$ cat src/rtl/div_pkg.sv
// Shared types and constants for the sequential signed divider.
package div_pkg;

  localparam int unsigned DivWidth = 32;

  // Quotient reported for a zero divisor.
  localparam logic [DivWidth-1:0] DivZeroQuot = '1;

  typedef enum logic [1:0] {
    StIdle = 2'b00,
    StCalc = 2'b01,
    StFix  = 2'b10,
    StDone = 2'b11
  } div_state_e;

endpackage

$ cat src/rtl/div_seq.sv
// Multi-cycle signed divider: restoring division on magnitudes, one quotient bit per clock,
// sign fix-up afterwards. Quotient truncates toward zero; remainder takes the dividend's sign.
module div_seq
  import div_pkg::*;
#(
  parameter int unsigned WIDTH = DivWidth,
  parameter int unsigned CNT_W = 6
) (
  input  logic             clk,
  input  logic             reset,
  input  logic             start,
  input  logic [WIDTH-1:0] dividend,
  input  logic [WIDTH-1:0] divisor,
  output logic             busy,
  output logic             done,
  output logic [WIDTH-1:0] quotient,
  output logic [WIDTH-1:0] remainder,
  output logic             div_by_zero
);

  div_state_e       state_q, state_d;
  logic [CNT_W-1:0] cnt_q, cnt_d;
  logic [WIDTH-1:0] q_q, q_d;
  logic [WIDTH-1:0] rem_q, rem_d;
  logic [WIDTH:0]   dmag_q, dmag_d;
  logic             neg_quot_q, neg_quot_d;
  logic             neg_rem_q, neg_rem_d;
  logic             busy_q, busy_d;
  logic             done_q, done_d;
  logic [WIDTH-1:0] quot_out_q, quot_out_d;
  logic [WIDTH-1:0] rem_out_q, rem_out_d;
  logic             dbz_q, dbz_d;

  logic [WIDTH-1:0] dvd_mag;
  logic [WIDTH:0]   dsr_mag;
  logic [WIDTH:0]   shifted;
  logic [WIDTH:0]   trial;

  // |0x80..0| is 0x80..0 read as unsigned, so WIDTH bits suffice for the dividend magnitude.
  assign dvd_mag = dividend[WIDTH-1] ? -dividend : dividend;
  assign dsr_mag = {1'b0, (divisor[WIDTH-1] ? -divisor : divisor)};
  assign shifted = {rem_q, q_q[WIDTH-1]};
  assign trial   = shifted - dmag_q;

  always_comb begin
    state_d    = state_q;
    cnt_d      = cnt_q;
    q_d        = q_q;
    rem_d      = rem_q;
    dmag_d     = dmag_q;
    neg_quot_d = neg_quot_q;
    neg_rem_d  = neg_rem_q;
    busy_d     = busy_q;
    done_d     = 1'b0;
    quot_out_d = quot_out_q;
    rem_out_d  = rem_out_q;
    dbz_d      = dbz_q;

    unique case (state_q)
      StIdle: begin
        if (start) begin
          neg_quot_d = dividend[WIDTH-1] ^ divisor[WIDTH-1];
          neg_rem_d  = dividend[WIDTH-1];
          q_d        = dvd_mag;
          rem_d      = '0;
          dmag_d     = dsr_mag;
          dbz_d      = (divisor == '0);
          if (divisor == '0) begin
            quot_out_d = '1;
            rem_out_d  = dividend;
            done_d     = 1'b1;
            busy_d     = 1'b0;
            state_d    = StDone;
          end else begin
            cnt_d   = CNT_W'(WIDTH - 1);
            busy_d  = 1'b1;
            state_d = StCalc;
          end
        end
      end
      StCalc: begin
        // Trial subtract never underflows WIDTH+1 bits since rem < |divisor| <= 2**(WIDTH-1).
        if (!trial[WIDTH]) begin
          rem_d = trial[WIDTH-1:0];
          q_d   = {q_q[WIDTH-2:0], 1'b1};
        end else begin
          rem_d = shifted[WIDTH-1:0];
          q_d   = {q_q[WIDTH-2:0], 1'b0};
        end
        if (cnt_q == '0) begin
          state_d = StFix;
        end else begin
          cnt_d = cnt_q - 1'b1;
        end
      end
      StFix: begin
        quot_out_d = neg_quot_q ? -q_q : q_q;
        rem_out_d  = neg_rem_q ? -rem_q : rem_q;
        busy_d     = 1'b0;
        done_d     = 1'b1;
        state_d    = StDone;
      end
      StDone: begin
        state_d = StIdle;
      end
    endcase
  end

  always_ff @(posedge clk or negedge reset) begin
    if (!reset) begin
      state_q    <= StIdle;
      cnt_q      <= '0;
      q_q        <= '0;
      rem_q      <= '0;
      dmag_q     <= '0;
      neg_quot_q <= 1'b0;
      neg_rem_q  <= 1'b0;
      busy_q     <= 1'b0;
      done_q     <= 1'b0;
      quot_out_q <= '0;
      rem_out_q  <= '0;
      dbz_q      <= 1'b0;
    end else begin
      state_q    <= state_d;
      cnt_q      <= cnt_d;
      q_q        <= q_d;
      rem_q      <= rem_d;
      dmag_q     <= dmag_d;
      neg_quot_q <= neg_quot_d;
      neg_rem_q  <= neg_rem_d;
      busy_q     <= busy_d;
      done_q     <= done_d;
      quot_out_q <= quot_out_d;
      rem_out_q  <= rem_out_d;
      dbz_q      <= dbz_d;
    end
  end

  assign busy        = busy_q;
  assign done        = done_q;
  assign quotient    = quot_out_q;
  assign remainder   = rem_out_q;
  assign div_by_zero = dbz_q;

endmodule

$ cat config.mk
export PLATFORM = sky130hd
export DESIGN_NAME = div_seq
export DESIGN_NICKNAME = d
export VERILOG_FILES = /design/src/rtl/div_pkg.sv /design/src/rtl/div_seq.sv
export SDC_FILE = /design/constraint.sdc
export NUM_CORES = 1
export LEC_CHECK = 0
export ABC_AREA = 1
export CAP_MARGIN = 40
export CORE_ASPECT_RATIO = 0.7
export CORE_MARGIN = 5
export CORE_UTILIZATION = 40
export DETAILED_ROUTE_END_ITERATION = 7
export HOLD_SLACK_MARGIN = 0.06
export SLEW_MARGIN = 30
export SYNTH_ARGS = -nofsm -noshare
export SYNTH_HDL_FRONTEND = slang
export SYNTH_SLANG_ARGS = --single-unit
$ cat constraint.sdc
create_clock -name clk -period 2.7 [get_ports clk]
set_input_delay 0.54 -clock clk [delete_from_list [all_inputs] [get_ports clk]]
set_output_delay 0.54 -clock clk [all_outputs]
set_load 0.01 [all_outputs]
## Word-level counts from Yosys, hierarchy flattened

Index checks and enable logic that the tools add are counted.

| storage, ports and cells | value |
|---|---|
| register bits | 173 |
| bits of input ports | 67 |
| output and inout port bits | 67 |
| logic and storage cells | 68 |

| cells by class | value |
|---|---|
| $add $sub $neg | 6 |
| equality and inequality tests | 8 |
| mux-type cells | 30 |
| bitwise logic cells | 1 |
| reductions and logical operators | 11 |

Operators with widths:

| kind | number |
|---|---|
| two-way mux 32 bit | 11 |
| case mux 32 bit (2 select lines) | 4 |
| negation 32 bit | 4 |
| subtractor 33 x 32 -> 33 bit | 1 |
| zero test 32 bit | 1 |
| two-way mux 6 bit | 3 |
| case mux 6 bit (2 select lines) | 1 |
| != test 2 bit (second input constant) | 5 |
| case mux 2 bit (4 select lines) | 1 |
| AND reduction 2 bit | 4 |
| zero test 6 bit | 1 |
| two-way mux 2 bit | 3 |
| subtractor 6 x 1 -> 6 bit (second input constant) | 1 |
| two-way mux 1 bit | 5 |
| == test 2 bit (second input constant) | 2 |
| case mux 1 bit (2 select lines) | 2 |
| AND reduction 4 bit | 1 |
| nonzero test 2 bit | 2 |
| AND reduction 3 bit | 1 |
| == test 2 x 1 -> 1 bit (second input constant) | 1 |
| zero test 2 bit | 1 |
| XOR 1 bit | 1 |

## Longest topological paths before layout

| depth | value |
|---|---|
| depth in word-level cells | 4 |
| depth in mapped cells | 18 |
| mapped depth without buffers | 17 |

## Worst setup path after synthesis

OpenSTA, ideal clock, no wires.

| timing path | value |
|---|---|
| path type | register to register |
| from | reg q_q[31] |
| to | reg rem_q[22] |
| data arrival time | 2,097 ps |
| path slack | 485 ps |
| cell stages (with the launch flop) | 17 |
| buffers on the path | 1 |
| period minus slack after synthesis | 2,215 ps |
| cell sequence | dfrtp_1 -> inv_1 -> ha_1 -> fa_1 -> inv_1 -> nand2_1 -> nand2_1 -> nand3_1 -> nand2_2 -> nand2_1 -> nand2_2 -> nand2_2 -> nand3_2 -> buf_2 -> nand3_1 -> nand3_1 -> nand2_1 |

| between the ends | value |
|---|---|
| word-level cells in the longest chain between the ends | 3 |

Ends and longest elaborated chain:

| item | line | text |
|---|---|---|
| start, declared | div_seq.sv:23 | `logic [WIDTH-1:0] q_q, q_d;` |
| start signal, assigned | div_seq.sv:126 | `q_q <= q_d;` |
| subtractor 33 x 32 -> 33 bit | div_seq.sv:43 | `assign trial = shifted - dmag_q;` |
| two-way mux 32 bit | div_seq.sv:83 | `if (!trial[WIDTH]) begin` |
| case mux 32 bit (2 select lines) | div_seq.sv:59 | `unique case (state_q)` |
| end signal, assigned | div_seq.sv:127 | `rem_q <= rem_d;` |
| end, declared | div_seq.sv:24 | `logic [WIDTH-1:0] rem_q, rem_d;` |

No other way between the ends.
A chain may end at the register's enable or synchronous reset.

## Worst setup path after layout

| timing path | value |
|---|---|
| from | reg dmag_q[13] |
| to | reg q_q[0] |

| between the ends | value |
|---|---|
| word-level cells in the longest chain between the ends | 3 |

Ends and longest elaborated chain:

| item | line | text |
|---|---|---|
| start, declared | div_seq.sv:25 | `logic [WIDTH:0] dmag_q, dmag_d;` |
| start signal, assigned | div_seq.sv:128 | `dmag_q <= dmag_d;` |
| subtractor 33 x 32 -> 33 bit | div_seq.sv:43 |  |
| two-way mux 1 bit | div_seq.sv:83 |  |
| case mux 32 bit (2 select lines) | div_seq.sv:59 |  |

No other way between the ends.

==> metrics.md <==
| Metric | Value |
|---|---|
| Outcome | complete, no violations |
| Post-DP HPWL | about 45,000 µm |
| Worst hold margin | around 0.48 ns |
| Hold crit path type | reg -> reg |
| CP Launch Type | flip-flop |
| Area Growth Syn to Fin | 23.5% |
| Worst-Skew Late Latency | around 0.47 ns |
| First-pass GRT wire length | 84,500 µm |
| Unrepaired setup endpoints after global routing | yes |
| Total power | 22,700 µW |
| Drt drc | 0 |
| Flops & latches, synth | approximately 170 |
| Maxcap violations | 0 |
| Overflow after GRT | 0 |
| Minimum clock period | 2.54 ns |
| Sequential area share after synthesis | 31.1% |
| Routed len/inst | around 19 µm |
| Final hold viol count | 0 |
| Die area | about 39,000 µm² |
| HP Start | remainder[15] |
| FF-to-FF setup slack | 0.16 ns |
| CP Max Fanout | 13 |
| CTS sink count | 173 |
| Skew final | 0.0187 ns |
| Ys Warns | 0 |
| CP Data Required Time | 3.05 ns |
| FF-to-FF End | q_q[0] |
| Root Buffer Master | clkbuf_16 |
| Max_slew headroom | 46.3% |
| Worst slew pin tran | 0.797 ns |
| Worst reg2reg startpoint | dmag_q[13] |
| CTS tree | yes |
| Sink of the worst hold path | remainder[15] |
| CTS Buf Count | 17 |
| Syn Nets | 2,358 |
| H-tree depth | 4 |
| Die Span Y | around 170 µm |
| Drt first pass iters | 5 |
| Post-DRT Antenna Nets | 0 |
| Fraction of the cycle the final worst path needs | 93.9% |
| Initial core utilization | 40.4% |
| Num rows | 57 |
| Placer Congestion | ~1.0 |
| Post-synthesis instance total | about 2,200 |
| Via density | 5.27 |
| Commonest non-fill, non-tap cell in the layout | nand2_1 |
| Min setup slack post-route | 0.164 ns |
| Crit Path Class | reg -> reg |
| Vias in the first global route | approximately 14,000 |
| Syn_area_per_cell | 6.20 µm² |
| Commonest non-fill, non-tap cells in the layout | nand2_1, inv_1, nor2_1, nand3_1, dfrtp_1 |
| GRT Total Usage | ~28% |
| Port bufs | roughly 130 |
| Pwr/cell area | around 1300 nW/µm² |
| Cell area after synthesis | 13,900 µm² |
| Setup Viol. Count Final | 0 |
| Crit path capture type | flip-flop |
| Via count | 15,461 |
| Pre-CTS setup slack | -0.00962 ns |
| Chip Width | between 200 and 250 µm |
| DRT Wirelength | ~55,000 µm |
| CTS max path bufs | 2 |
| Max Slew Vio Count | 0 |
| Largest net degree at the start of global routing | 70 |
| Placeable Area | 34,500 µm² |
| Synth cell types | 47 |
| Initial antenna violation count | 1 |
| Post-CTS Setup Inserts | 0 |
| Clock Pin Slew Worst Setup and Hold Paths | ~0.080 ns |
| Hold Path Depth | 2 |
| # IOs | 134 |
| Layout Nets | 2,554 |
| Share of layout cells above drive strength 1 | 7.89% |
| Worst r2r path cells | 14 |
| Fill cells | 3,606 |
| Leak | just under 0.009 µW |
| Worst EP arrival | 2.89 ns |
| DRT iter0 DRCs | between 1,500 and 2,000 |
| Worst vdd ir | 0.000524 V |
| FMAX | 394 MHz |
-- how the worst max path moves through the flow --
stage | from | endpoint | depth (start not counted)
2_1_floorplan | q_q[31] | rem_q[22] | 16
3_3_place_gp | dividend[0] | q_q[14] | 12
3_5_place_dp | dividend[0] | q_q[14] | 12
4_1_cts | q_q[31] | rem_q[23] | 17
5_1_grt | q_q[31] | rem_q[6] | 17
6_report | dmag_q[13] | q_q[0] | 14
-- cell type report --
cell class / instances / area, µm² / area share [%]
Inverter: 301 / 1130 / 6.57
Sequential cell: 173 / 4330 / 25.2
Antenna cell: 1 / 2.50 / 0.0145
Clock inverter: 15 / 195 / 1.13
Tap cell: 472 / 591 / 3.43
Clock buffer: 17 / 425 / 2.47
Timing Repair Buffer: 249 / 2310 / 13.4
Multi-Input combinational cell: 1703 / 8230 / 47.8
-- per-stage QoR --
step	std cells	TNS, ns	util [%]	area (µm²)
after CTS	2929	0	49.6	17100
final	2931	0	49.9	17200
after detailed placement	2896	-0.00962	47.8	16500
after global routing	2931	-0.0695	49.9	17200
after global placement	2896	-0.00159	47.8	16500
after floorplan	2249	0	-	13900
-- layer usage --
metal  share of wire, %  up-vias  global-route usage (%)
li1                   -     7522                       -
met2                 37      621                    35.2
met4                1.1        0                    4.52
met5                  0        -                       0
met1                 50     7273                    45.2
met3                 13       45                    11.4
-- synth_stat cells (all sizes together) --
library cell / instances / area [µm²]
nand2: 782 / 2970
inv: 299 / 1120
nor2: 236 / 898
nand3: 224 / 1130
dfrtp: 173 / 4330
o21ai: 127 / 639
a21oi: 87 / 458
xor2: 62 / 543
clkbuf: 47 / 176
ha: 41 / 513
nand4: 32 / 206
o211ai: 31 / 233
buf: 26 / 153
nor3: 22 / 115
xnor2: 19 / 166
nand3b: 6 / 45.0
o21bai: 5 / 37.5
o31ai: 5 / 37.5
a31oi: 4 / 25.0
or2: 4 / 25.0
and2: 3 / 18.8
nor4: 3 / 18.8
clkinv: 2 / 7.51
a21boi: 1 / 7.51
a21o: 1 / 7.51
a22oi: 1 / 7.51
and3: 1 / 6.26
fa: 1 / 20.0
nand2b: 1 / 6.26
o21a: 1 / 7.51
o221ai: 1 / 8.76
o22ai: 1 / 6.26
-- flip-flops by register name, summed over array words and instances (netlist names), 2 cells and up --
register and cells:
remainder 32, q_q 32, quotient 32, state_q 2, cnt_q 6, dmag_q 32, rem_q 32
-- power by group --
| part | internal [µW] | switching (µW) | leakage, µW | total [µW] |
|---|---|---|---|---|
| Clock | 1340 | 1290 | 0.000300 | 2630 |
| Combinational | 5250 | 10000 | 0.00646 | 15300 |
| Sequential | 3780 | 1040 | 0.00212 | 4810 |
| Total | 10400 | 12400 | 0.00888 | 22700 |
-- kinds of logic after synthesis --
group           count (synthesis)  share of synthesized area (%)
fa+ha+maj                      42                           3.82
flops                         173                           31.1
xor+xnor                       81                           5.09
simple gates                 1314                           39.0
buf+inv                       374                           10.5
compound gates                265                           10.6
-- worst max-delay path, stage by stage (launching register included) --
cell and delay (ns):
dfrtp_1 0.40, inv_1 0.19, ha_1 0.32, nand2_1 0.11
inv_1 0.07, nand2_1 0.17, inv_1 0.06, a21oi_1 0.20
nand2_2 0.09, nand2_2 0.16, nand2_4 0.08, nand2_4 0.13
nand2_4 0.16, o21ai_2 0.22, nand2_1 0.08
-- timing repair --
| action | 4_1_cts | 5_1_grt |
|---|---|---|
| endpoints found under the setup margin | 0 | 34 |
| hold buffers | 1 | 0 |
| endpoints found under the hold margin | 42 | 0 |
| gates resized for setup | 0 | 14 |
(Power assumes the default switching activity.)
